File: config.mk
export PLATFORM = sky130hd
export DESIGN_NAME = serial_sbox_layer_flat
export DESIGN_NICKNAME = d
export VERILOG_FILES = /design/src/rtl/serial_sbox_layer_pkg.sv /design/src/rtl/serial_sbox_layer_if.sv /design/src/rtl/serial_sbox_layer_word_shift_reg.sv /design/src/rtl/serial_sbox_layer.sv /design/src/flat_wrapper.sv
export SDC_FILE = /design/constraint.sdc
export NUM_CORES = 1
export LEC_CHECK = 0
export ABC_AREA = 1
export CAP_MARGIN = 10
export CORE_MARGIN = 1.5
export CORE_UTILIZATION = 54
export CTS_CLUSTER_SIZE = 28
export DETAILED_ROUTE_END_ITERATION = 6
export DONT_BUFFER_PORTS = 1
export GPL_TIMING_DRIVEN = 0
export HOLD_SLACK_MARGIN = 0.15
export PLACE_DENSITY = 0.69
export SETUP_SLACK_MARGIN = 0.3
export SYNTH_ARGS = -nofsm -noshare
export SYNTH_HDL_FRONTEND = slang
export SYNTH_SLANG_ARGS = --single-unit
File: constraint.sdc
create_clock -name clk -period 1.95 [get_ports clk]
set_input_delay 0.2925 -clock clk [delete_from_list [all_inputs] [get_ports clk]]
set_output_delay 0.2925 -clock clk [all_outputs]
set_load 0.02 [all_outputs]
File: src/rtl/serial_sbox_layer_pkg.sv
// Shared constants, state encoding and helpers for the serial S-box layer.
package serial_sbox_pkg;

  localparam int W_DEF      = 6;  // S-box word width (GF(2^6) element)
  localparam int NWORDS_DEF = 8;  // words per state

  // Word-index width; kept at least 1 bit so a single-word state still elaborates.
  function automatic int idx_width(input int n);
    return (n > 1) ? $clog2(n) : 1;
  endfunction

  localparam int IDX_W_DEF = idx_width(NWORDS_DEF);

  typedef enum logic [1:0] {
    ST_IDLE = 2'd0,
    ST_RUN  = 2'd1,
    ST_DONE = 2'd2
  } state_e;

endpackage

File: src/rtl/serial_sbox_layer_if.sv
// Bus bundle for the serial S-box layer: upstream handshake, downstream
// handshake, the external S-box tap and the busy flag.
interface serial_sbox_if #(
  parameter int W      = 6,
  parameter int NWORDS = 8
);
  logic                in_valid;
  logic                in_ready;
  logic [NWORDS*W-1:0] in_data;
  logic [W-1:0]        sbox_x;
  logic [W-1:0]        sbox_y;
  logic                out_valid;
  logic                out_ready;
  logic [NWORDS*W-1:0] out_data;
  logic                busy;

  // Block side.
  modport slave (
    input  in_valid, in_data, sbox_y, out_ready,
    output in_ready, sbox_x, out_valid, out_data, busy
  );

  // Parent side: upstream, downstream and the S-box wiring.
  modport master (
    output in_valid, in_data, sbox_y, out_ready,
    input  in_ready, sbox_x, out_valid, out_data, busy
  );
endinterface

File: src/rtl/serial_sbox_layer_word_shift_reg.sv
// NWORDS*W state register: parallel load, shift right one word with a new
// word inserted at the top, and a tap on the lowest word.
module word_shift_reg #(
  parameter int W      = 6,
  parameter int NWORDS = 8
) (
  input  logic                clk,
  input  logic                rst,
  input  logic                i_load,
  input  logic [NWORDS*W-1:0] i_load_data,
  input  logic                i_shift,
  input  logic [W-1:0]        i_shift_in,
  output logic [NWORDS*W-1:0] o_data,
  output logic [W-1:0]        o_low
);

  logic [NWORDS*W-1:0] r_data;
  logic [NWORDS*W-1:0] w_shifted;

  generate
    if (NWORDS > 1) begin : g_multi
      assign w_shifted = {i_shift_in, r_data[NWORDS*W-1:W]};
    end else begin : g_single
      assign w_shifted = i_shift_in;
    end
  endgenerate

  // Load wins over shift; i_shift_in is only consumed while shifting.
  always_ff @(posedge clk) begin
    if (rst)          r_data <= '0;
    else if (i_load)  r_data <= i_load_data;
    else if (i_shift) r_data <= w_shifted;
  end

  assign o_data = r_data;
  assign o_low  = r_data[W-1:0];

endmodule

File: src/rtl/serial_sbox_layer.sv
// Serial S-box layer: pushes one word per cycle through a single external
// combinational S-box, rotating the substituted word back in at the top so
// that after NWORDS cycles every word sits in its original slot.
module serial_sbox_layer
  import serial_sbox_pkg::*;
#(
  parameter int W      = W_DEF,
  parameter int NWORDS = NWORDS_DEF
) (
  input  logic          clk,
  input  logic          rst,
  serial_sbox_if.slave  bus
);

  localparam int IDXW = idx_width(NWORDS);
  localparam logic [IDXW-1:0] LAST_IDX = IDXW'(NWORDS - 1);

  state_e              r_state, w_next_state;
  logic [IDXW-1:0]     r_idx;
  logic                w_load, w_shift, w_in_ready;
  logic [NWORDS*W-1:0] w_sreg;
  logic [W-1:0]        w_low;

  // State register.
  always_ff @(posedge clk) begin
    if (rst) r_state <= ST_IDLE;
    else     r_state <= w_next_state;
  end

  // Next state, load/shift strobes and upstream ready.
  always_comb begin
    w_next_state = r_state;
    w_load       = 1'b0;
    w_shift      = 1'b0;
    w_in_ready   = 1'b0;
    case (r_state)
      ST_IDLE: begin
        w_in_ready = 1'b1;
        if (bus.in_valid) begin
          w_load       = 1'b1;
          w_next_state = ST_RUN;
        end
      end
      ST_RUN: begin
        w_shift = 1'b1;
        if (r_idx == LAST_IDX) w_next_state = ST_DONE;
      end
      ST_DONE: begin
        // Release and reload in the same cycle so back-to-back states see no bubble.
        if (bus.out_ready) begin
          w_in_ready = 1'b1;
          if (bus.in_valid) begin
            w_load       = 1'b1;
            w_next_state = ST_RUN;
          end else begin
            w_next_state = ST_IDLE;
          end
        end
      end
      default: w_next_state = ST_IDLE;
    endcase
  end

  // Word counter: cleared on load, advanced once per RUN cycle.
  always_ff @(posedge clk) begin
    if (rst)          r_idx <= '0;
    else if (w_load)  r_idx <= '0;
    else if (w_shift) r_idx <= r_idx + IDXW'(1);
  end

  word_shift_reg #(
    .W      (W),
    .NWORDS (NWORDS)
  ) u_sreg (
    .clk         (clk),
    .rst         (rst),
    .i_load      (w_load),
    .i_load_data (bus.in_data),
    .i_shift     (w_shift),
    .i_shift_in  (bus.sbox_y),
    .o_data      (w_sreg),
    .o_low       (w_low)
  );

  assign bus.in_ready  = w_in_ready;
  // Gate the S-box input outside RUN so the external logic stays quiet.
  assign bus.sbox_x    = (r_state == ST_RUN) ? w_low : '0;
  assign bus.out_valid = (r_state == ST_DONE);
  assign bus.out_data  = w_sreg;
  assign bus.busy      = (r_state == ST_RUN);

endmodule

File: src/flat_wrapper.sv
// flat-port wrapper written by rule: the top's interface ports become plain ports
module serial_sbox_layer_flat import serial_sbox_pkg::*;
#(
  parameter int W      = W_DEF,
  parameter int NWORDS = NWORDS_DEF
)
  (clk, rst, bus_in_valid, bus_in_data, bus_sbox_y, bus_out_ready, bus_in_ready, bus_sbox_x, bus_out_valid, bus_out_data, bus_busy);
  serial_sbox_if #(.W(W), .NWORDS(NWORDS)) bus_i ();
  input  logic clk;
  input  logic rst;
  input wire logic [$bits(bus_i.in_valid)-1:0] bus_in_valid;
  input wire logic [$bits(bus_i.in_data)-1:0] bus_in_data;
  input wire logic [$bits(bus_i.sbox_y)-1:0] bus_sbox_y;
  input wire logic [$bits(bus_i.out_ready)-1:0] bus_out_ready;
  output wire logic [$bits(bus_i.in_ready)-1:0] bus_in_ready;
  output wire logic [$bits(bus_i.sbox_x)-1:0] bus_sbox_x;
  output wire logic [$bits(bus_i.out_valid)-1:0] bus_out_valid;
  output wire logic [$bits(bus_i.out_data)-1:0] bus_out_data;
  output wire logic [$bits(bus_i.busy)-1:0] bus_busy;
  assign bus_i.in_valid = bus_in_valid;
  assign bus_i.in_data = bus_in_data;
  assign bus_i.sbox_y = bus_sbox_y;
  assign bus_i.out_ready = bus_out_ready;
  assign bus_in_ready = bus_i.in_ready;
  assign bus_sbox_x = bus_i.sbox_x;
  assign bus_out_valid = bus_i.out_valid;
  assign bus_out_data = bus_i.out_data;
  assign bus_busy = bus_i.busy;
  serial_sbox_layer #(.W(W), .NWORDS(NWORDS)) u_core (.clk(clk), .rst(rst), .bus(bus_i));
endmodule
==> results.txt, run 1 <==
The average routed wire per standard cell came out at 15.1 µm. In this run the static leakage power is 1.56 nW. Max-cap violations in this run came to 0.

Number of hold violations in the final report: 0. The first global-routing pass estimated 13600 µm of wire. The final core utilization is 0.626. The port buffer count works out to 0. The clock passes through at most 2 buffers. The I/O pin count came out at 115. The endpoint arrival time on the critical path is 1.30 ns, and the fraction of layout instances using a drive strength above 1 is 0.0996.

The number of nets in the synthesized netlist is 529. The portion of the clock cycle consumed by the worst path in the final layout works out to 0.816. The later pin in the worst-skew pair is clocked with a latency of 0.32 ns. Static timing analysis puts the maximum clock frequency at 629 MHz. The relative max-transition margin was 0.638; the routed length on met1 was 3620 µm.

The number of DRC violations after detailed routing was 0; the area after detailed placement was 0.00304 mm². From synthesis to final layout, the design area changed by 10.3%. The area of the core region is 0.00520 mm², and the number of global-route vias before repair is 2885.

Sum of overflow across all layers after global routing: 0. The HPWL after detailed placement is 5870 µm. The critical path in this run is classified as reg -> out.

Entering global routing, the biggest net connects 17 pins. The row count was 26. The detailed router used layers up to and including met4. The leading cell type in the layout, fill and taps excluded is sky130_fd_sc_hd__nand2_1. Across the VDD grid, the largest voltage drop is 453 µV.

The flow ran to the end, and the final reports show no timing, DRC or antenna violations. The run gives 0 ns as the final setup TNS. From left edge to right edge, the die measures 77.0 µm. Nature of the critical path startpoint: a flop.

For the critical path data required time, the log shows 1.66 ns. Antenna cell count: 0. The die covers 0.00593 mm². The worst setup path is captured at an output port. The net total in the final layout was 541; the final critical-path required period was 1.59 ns. Setup repair after global routing left no endpoint under its margin.

The run gives 0 as the count of final max-slew check failures. Sum of met3 wire segment lengths after detailed routing: 660 µm. The root buffer cell chosen for the clock tree is sky130_fd_sc_hd__clkbuf_8. The synthesized design contains 53 register bits. The H-tree generated during clock tree synthesis spans 2 levels.

The number of fill cells was 531; the iteration count of the initial detailed-routing pass was 5. The power density relative to cell area is 808 mW/mm², and the initial core utilization is 0.568. The height of the die is 77.0 µm. The detail route stage leaves a number of antenna-violating nets equal to 0.

The run gives 0 as the Yosys warning count. The number of hold buffers added after CTS was 0. Counting the buffers created by CTS gives 5. The count of routing violations after the opening detailed-route iteration is 130, and the met2 wire length is 3990 µm.

The clock input transition at the sequential cells of the worst setup and hold paths is 0.10 ns, and the mean post-synth cell area is 6.30 µm². Counting distinct cell types in the post-synthesis netlist gives 17. In this run the worst hold path is classified as in -> reg. Dividing the detail-routed via count by the number of cells gives 5.59. The clock drives 53 sinks. After detailed routing, the total wire length is 8360 µm. In the layout the commonest cells are 152 x sky130_fd_sc_hd__nand2_1, 57 x sky130_fd_sc_hd__inv_1, 53 x sky130_fd_sc_hd__a21oi_1. The final non-filler cell area was 0.00326 mm².

Detailed routing inserted a total of 3087 vias. The post-route worst hold slack is 0.188 ns, and the synthesized netlist cell count is 469. Routability-driven placement finished with a final weighted congestion of 0.854.

TritonCTS built the clock tree. The run gives 0 as the initial antenna violation count. Setup violations remaining at the end of the flow were counted as 0. For the pin with the worst max-slew slack, the measured transition is 0.545 ns.

The run gives 0.359 as the sequential area share after synthesis. Of all nets on the critical path, the largest fanout is 7. The worst setup skew after layout was 0.00934 ns; the overall routing resource usage was 0.282. For the area of the mapped netlist, the log shows 0.00296 mm².
[flip-flops by register name, indices dropped and copies added (netlist names)]
name / count
u_core.r_idx: 3
u_core.u_sreg.o_data: 48
u_core.r_state: 2
[final timing paths]
check | start | endpoint | slack, ns | depth (start not counted)
worst min register to register | u_core.r_idx[1] | u_core.r_idx[1] | 0.47 | 2
worst max-delay path | u_core.r_state[0] | bus_sbox_x[2] | 0.36 | 6
worst max register to register | u_core.r_state[0] | u_core.u_sreg.o_data[15] | 0.46 | 6
worst min-delay path | bus_out_ready | u_core.r_state[1] | 0.19 | 3
[stage by stage]
step	worst slack [ns]	instances	power, mW
6_report	0.359	552	2.64
5_1_grt	0.301	552	2.75
4_1_cts	0.324	551	2.64
3_5_place_dp	0.224	539	1.90
3_3_place_gp	0.238	539	1.89
2_1_floorplan	0.446	469	1.77
[area by class of cell]
class	count	area, µm²	share of cell area
repair buffers	5	37.5	0.0115
multi-input cells	315	1510	0.464
plain buffers	42	230	0.0706
clock inverters	1	8.76	0.00269
inverters	59	224	0.0687
flip-flops and latches	53	1060	0.326
well taps	70	87.6	0.0269
clock buffers	7	96.3	0.0296
[kinds of logic (layout without fill, tap and decap cells)]
logic type	Yosys count	after routing	share of synthesized area
AO/OA/AOI/OAI	53	53	0.0898
adder cells (fa/ha/maj)	2	2	0.00847
flip-flops	53	53	0.359
XOR/XNOR	1	1	0.00296
AND/OR/NAND/NOR	259	259	0.395
buffers and inverters	101	114	0.144
[worst max-delay path: stages, from the launching register on]
cell and delay [ns]:
sky130_fd_sc_hd__dfxtp_2 0.36, sky130_fd_sc_hd__inv_4 0.04, sky130_fd_sc_hd__nor2_4 0.09, sky130_fd_sc_hd__inv_2 0.05, sky130_fd_sc_hd__buf_6 0.12, sky130_fd_sc_hd__buf_12 0.14, sky130_fd_sc_hd__nor2_4 0.16
[cell usage after synthesis (all sizes together)]
cell type | n | share of area
nand2 | 152 | 0.19
inv | 59 | 0.075
a21oi | 53 | 0.090
dfxtp | 53 | 0.36
nand3 | 49 | 0.085
nand4 | 48 | 0.10
buf | 27 | 0.050
clkbuf | 15 | 0.019
nor2 | 9 | 0.014
ha | 2 | 0.0085
or2 | 1 | 0.0021
xnor2 | 1 | 0.0030
[power by group]
group	switching [mW]	internal, mW
clock	0.388	0.329
combinational	0.344	0.190
sequential	0.205	1.18
total	0.937	1.70
[per-layer routing]
metal | global-route usage | vias to the layer above
met1 | 0.359 | 1414
met3 | 0.0750 | 10
met5 | 0 | -
li1 | - | 1543
met4 | 0.0600 | 0
met2 | 0.478 | 120
[repair_timing]
action	4_1_cts	5_1_grt
setup endpoints to repair	6	8
setup buffers	4	1
hold endpoints to repair	0	0
pin swaps	2	3
resized for setup	20	2
No activity file was read; power rests on OpenSTA's default activity.
==> run 2, diff against run 1 <==
- clock period: 1.95 -> 1.5 ns (I/O delays scaled with it)
==> results.txt, run 2 (synthesized netlist as in run 1, its figures left out) <==
The logs give 575 (+4.2%) for the number of cells in the finished layout apart from fillers and 0 (unchanged) for the initial antenna violation count. For the area of the core region, the log shows 0.00520 mm² (unchanged). The worst setup path is launched from a flop.

The flip-flop count of the largest register after layout was 48 (unchanged). The critical path data required time came out at 1.27 ns (-0.39 ns). Power density relative to cell area: 881 mW/mm² (+9.0%).

The transition at the pin with the smallest max-transition slack was 0.716 ns (+0.171 ns); the clock latency at the later pin of the worst-skew pair was 0.31 ns (about the same). The horizontal extent of the die came out at 77.0 µm (unchanged). The tools report the number of fill cells as 366 (-31%). The max-capacitance violation count was 0 (unchanged).

The clock input transition at the sequential cells of the worst setup and hold paths was 0.10 ns (about the same). The placed wire-length estimate was 5750 µm (-2.1%); the portion of the clock cycle consumed by the worst path in the final layout was 1.02. Iteration count of the initial detailed-routing pass: 4 (-1).

For the overall routing resource usage, the log shows 0.274 (-0.00802). The count of final max-slew check failures was 0 (unchanged); the sequential cell area was 0.00107 mm² (+0.59%). For the overall via count from detail_route, the log shows 3371 (+9.2%).

The logs give 2862 (-0.80%) for the number of global-route vias before repair and 0.0896 ns (-0.134 ns) for the pre-CTS setup slack. The run gives 0.00202 mm² (+33%) as the area occupied by multi-input gates. The overall power of the completed layout was 3.73 mW (+41%). The relative area change from synthesis to final layout is 43.1%, and the initial core utilization is 0.568 (unchanged). The average routed wire per standard cell is 16.7 µm (+10%), and the maximum level of the CTS H-tree is 2 (unchanged).

The run gives 0 (unchanged) as the number of DRC violations after detailed routing. The path class of the tightest hold or removal check is in -> reg. The via density per instance is 5.86 (+4.8%), and the row count is 26 (unchanged). The final core utilization came out at 0.813 (+0.186). The maximum operating frequency was 655 MHz. The tools report the sum of overflow across all layers after global routing as 0 (unchanged). The remaining antenna violation count after routing came out at 0 (unchanged). Port buffer count: 0 (unchanged). The total CTS buffers was 5 (unchanged); the first-pass GRT wire length was 13300 µm (-2.0%). The worst setup skew after layout is 0.0105 ns (+0.00111 ns), and the final-report setup violation count is 3 (+3). Relative max-transition margin: 0.523 (-0.115). After layout, the minimum clock period comes to 1.53 ns. The area of the die is 0.00593 mm² (unchanged), and the leakage power of the design is 1.84 nW (+18%). The height of the die is 77.0 µm (unchanged). STA classifies the critical path endpoint as an output port. For the pin count of the biggest net entering global routing, the log shows 15 (-2). The fraction of layout instances using a drive strength above 1 works out to 0.345 (+0.245). The library cell used most frequently in the layout, excluding fill and tap cells, is sky130_fd_sc_hd__nand2_1. The count of routing violations after the opening detailed-route iteration came out at 189 (+45%). Number of hold violations in the final report: 0 (unchanged). The library cells used most frequently in the layout, excluding fill and tap cells, are 110 x sky130_fd_sc_hd__nand2_1, 57 x sky130_fd_sc_hd__inv_1, 51 x sky130_fd_sc_hd__dfxtp_1. The global placer's final weighted congestion came out at 0.800 (-6.3%). The total detailed-routing wirelength was 9590 µm (+15%); the sink count of the clock tree was 53 (unchanged). The logs give 0.160 ns (-0.0290 ns) for the post-route worst hold slack and 1.30 ns (about the same) for the endpoint arrival time on the critical path.

For the net total in the final layout, the log shows 564 (+4.3%). The critical path start-end classification was reg -> out. For the number of placed instances, taps included, the log shows 539 (unchanged). Setup repair after global routing could not meet its margin everywhere. The tools report the number of buffers between clock root and the deepest sink as 2 (unchanged). In this run the clock root is driven by a sky130_fd_sc_hd__clkbuf_8. The maximum vdd drop is 457 µV (+0.88%).

The flow ran to the end, but the final reports show violations. The maximum net fanout on the critical path was 7 (unchanged); the antenna cell count was 0 (unchanged). The final critical-path setup slack is -0.0263 ns (-0.385 ns), and the I/O pin count is 115 (unchanged).

The final reports fail on negative setup slack. TritonCTS built the clock tree.
-- run 2: worst paths after layout --
| kind | endpoint | cells after the start | slack (ns) | from |
|---|---|---|---|---|
| worst min register to register | u_core.r_idx[2] | 2 | 0.49 | u_core.r_idx[2] |
| worst max-delay path | bus_sbox_x[4] | 6 | -0.03 | u_core.r_state[0] |
| worst min-delay path | u_core.u_sreg.o_data[46] | 4 | 0.16 | bus_sbox_y[4] |
| worst max register to register | u_core.u_sreg.o_data[26] | 9 | 0.04 | u_core.r_state[0] |
-- run 2: metrics by stage --
step | setup TNS, ns | cell area [µm²]
floorplan | 0 | 3030
global placement | 0 | 3120
detailed placement | 0 | 3120
CTS | -0.00913 | 3360
global route | -0.290 | 4230
finish | -0.0508 | 4230
-- run 2: final cells by class --
type / count / share of cell area
flip-flops and latches: 53 / 0.253
repair buffers: 27 / 0.0811
clock buffers: 8 / 0.0189
plain buffers: 42 / 0.0962
multi-input cells: 316 / 0.478
well taps: 70 / 0.0207
inverters: 59 / 0.0530
-- run 2: worst max-delay path: stages (launching register included) --
cell and delay [ns]:
sky130_fd_sc_hd__dfxtp_4 0.38, sky130_fd_sc_hd__inv_4 0.04, sky130_fd_sc_hd__nor2_4 0.08, sky130_fd_sc_hd__inv_2 0.06, sky130_fd_sc_hd__buf_6 0.12, sky130_fd_sc_hd__buf_12 0.14
sky130_fd_sc_hd__nor2_4 0.17
-- run 2: layer usage --
| layer | vias up | wire, µm | part of all wire | track usage |
|---|---|---|---|---|
| li1 | 1591 | - | - | - |
| met1 | 1603 | 3970 | 0.41 | 0.356 |
| met2 | 167 | 4780 | 0.50 | 0.451 |
| met3 | 10 | 724 | 0.076 | 0.0798 |
| met4 | 0 | 123 | 0.013 | 0.0545 |
| met5 | - | 0 | 0 | 0 |
-- run 2: timing repair --
action,4_1_cts,5_1_grt
endpoints found under the hold margin,4,0
hold buffers,4,0
cloned,0,7
resized for setup,32,167
setup buffers,5,12
pin swaps,4,35
endpoints found under the setup margin,62,62
-- run 2: where the power goes --
group	total (mW)	internal, mW	switching (mW)
logic	1.10	0.485	0.615
clock network	0.816	0.334	0.482
registers	1.81	1.53	0.280
total	3.73	2.35	1.38
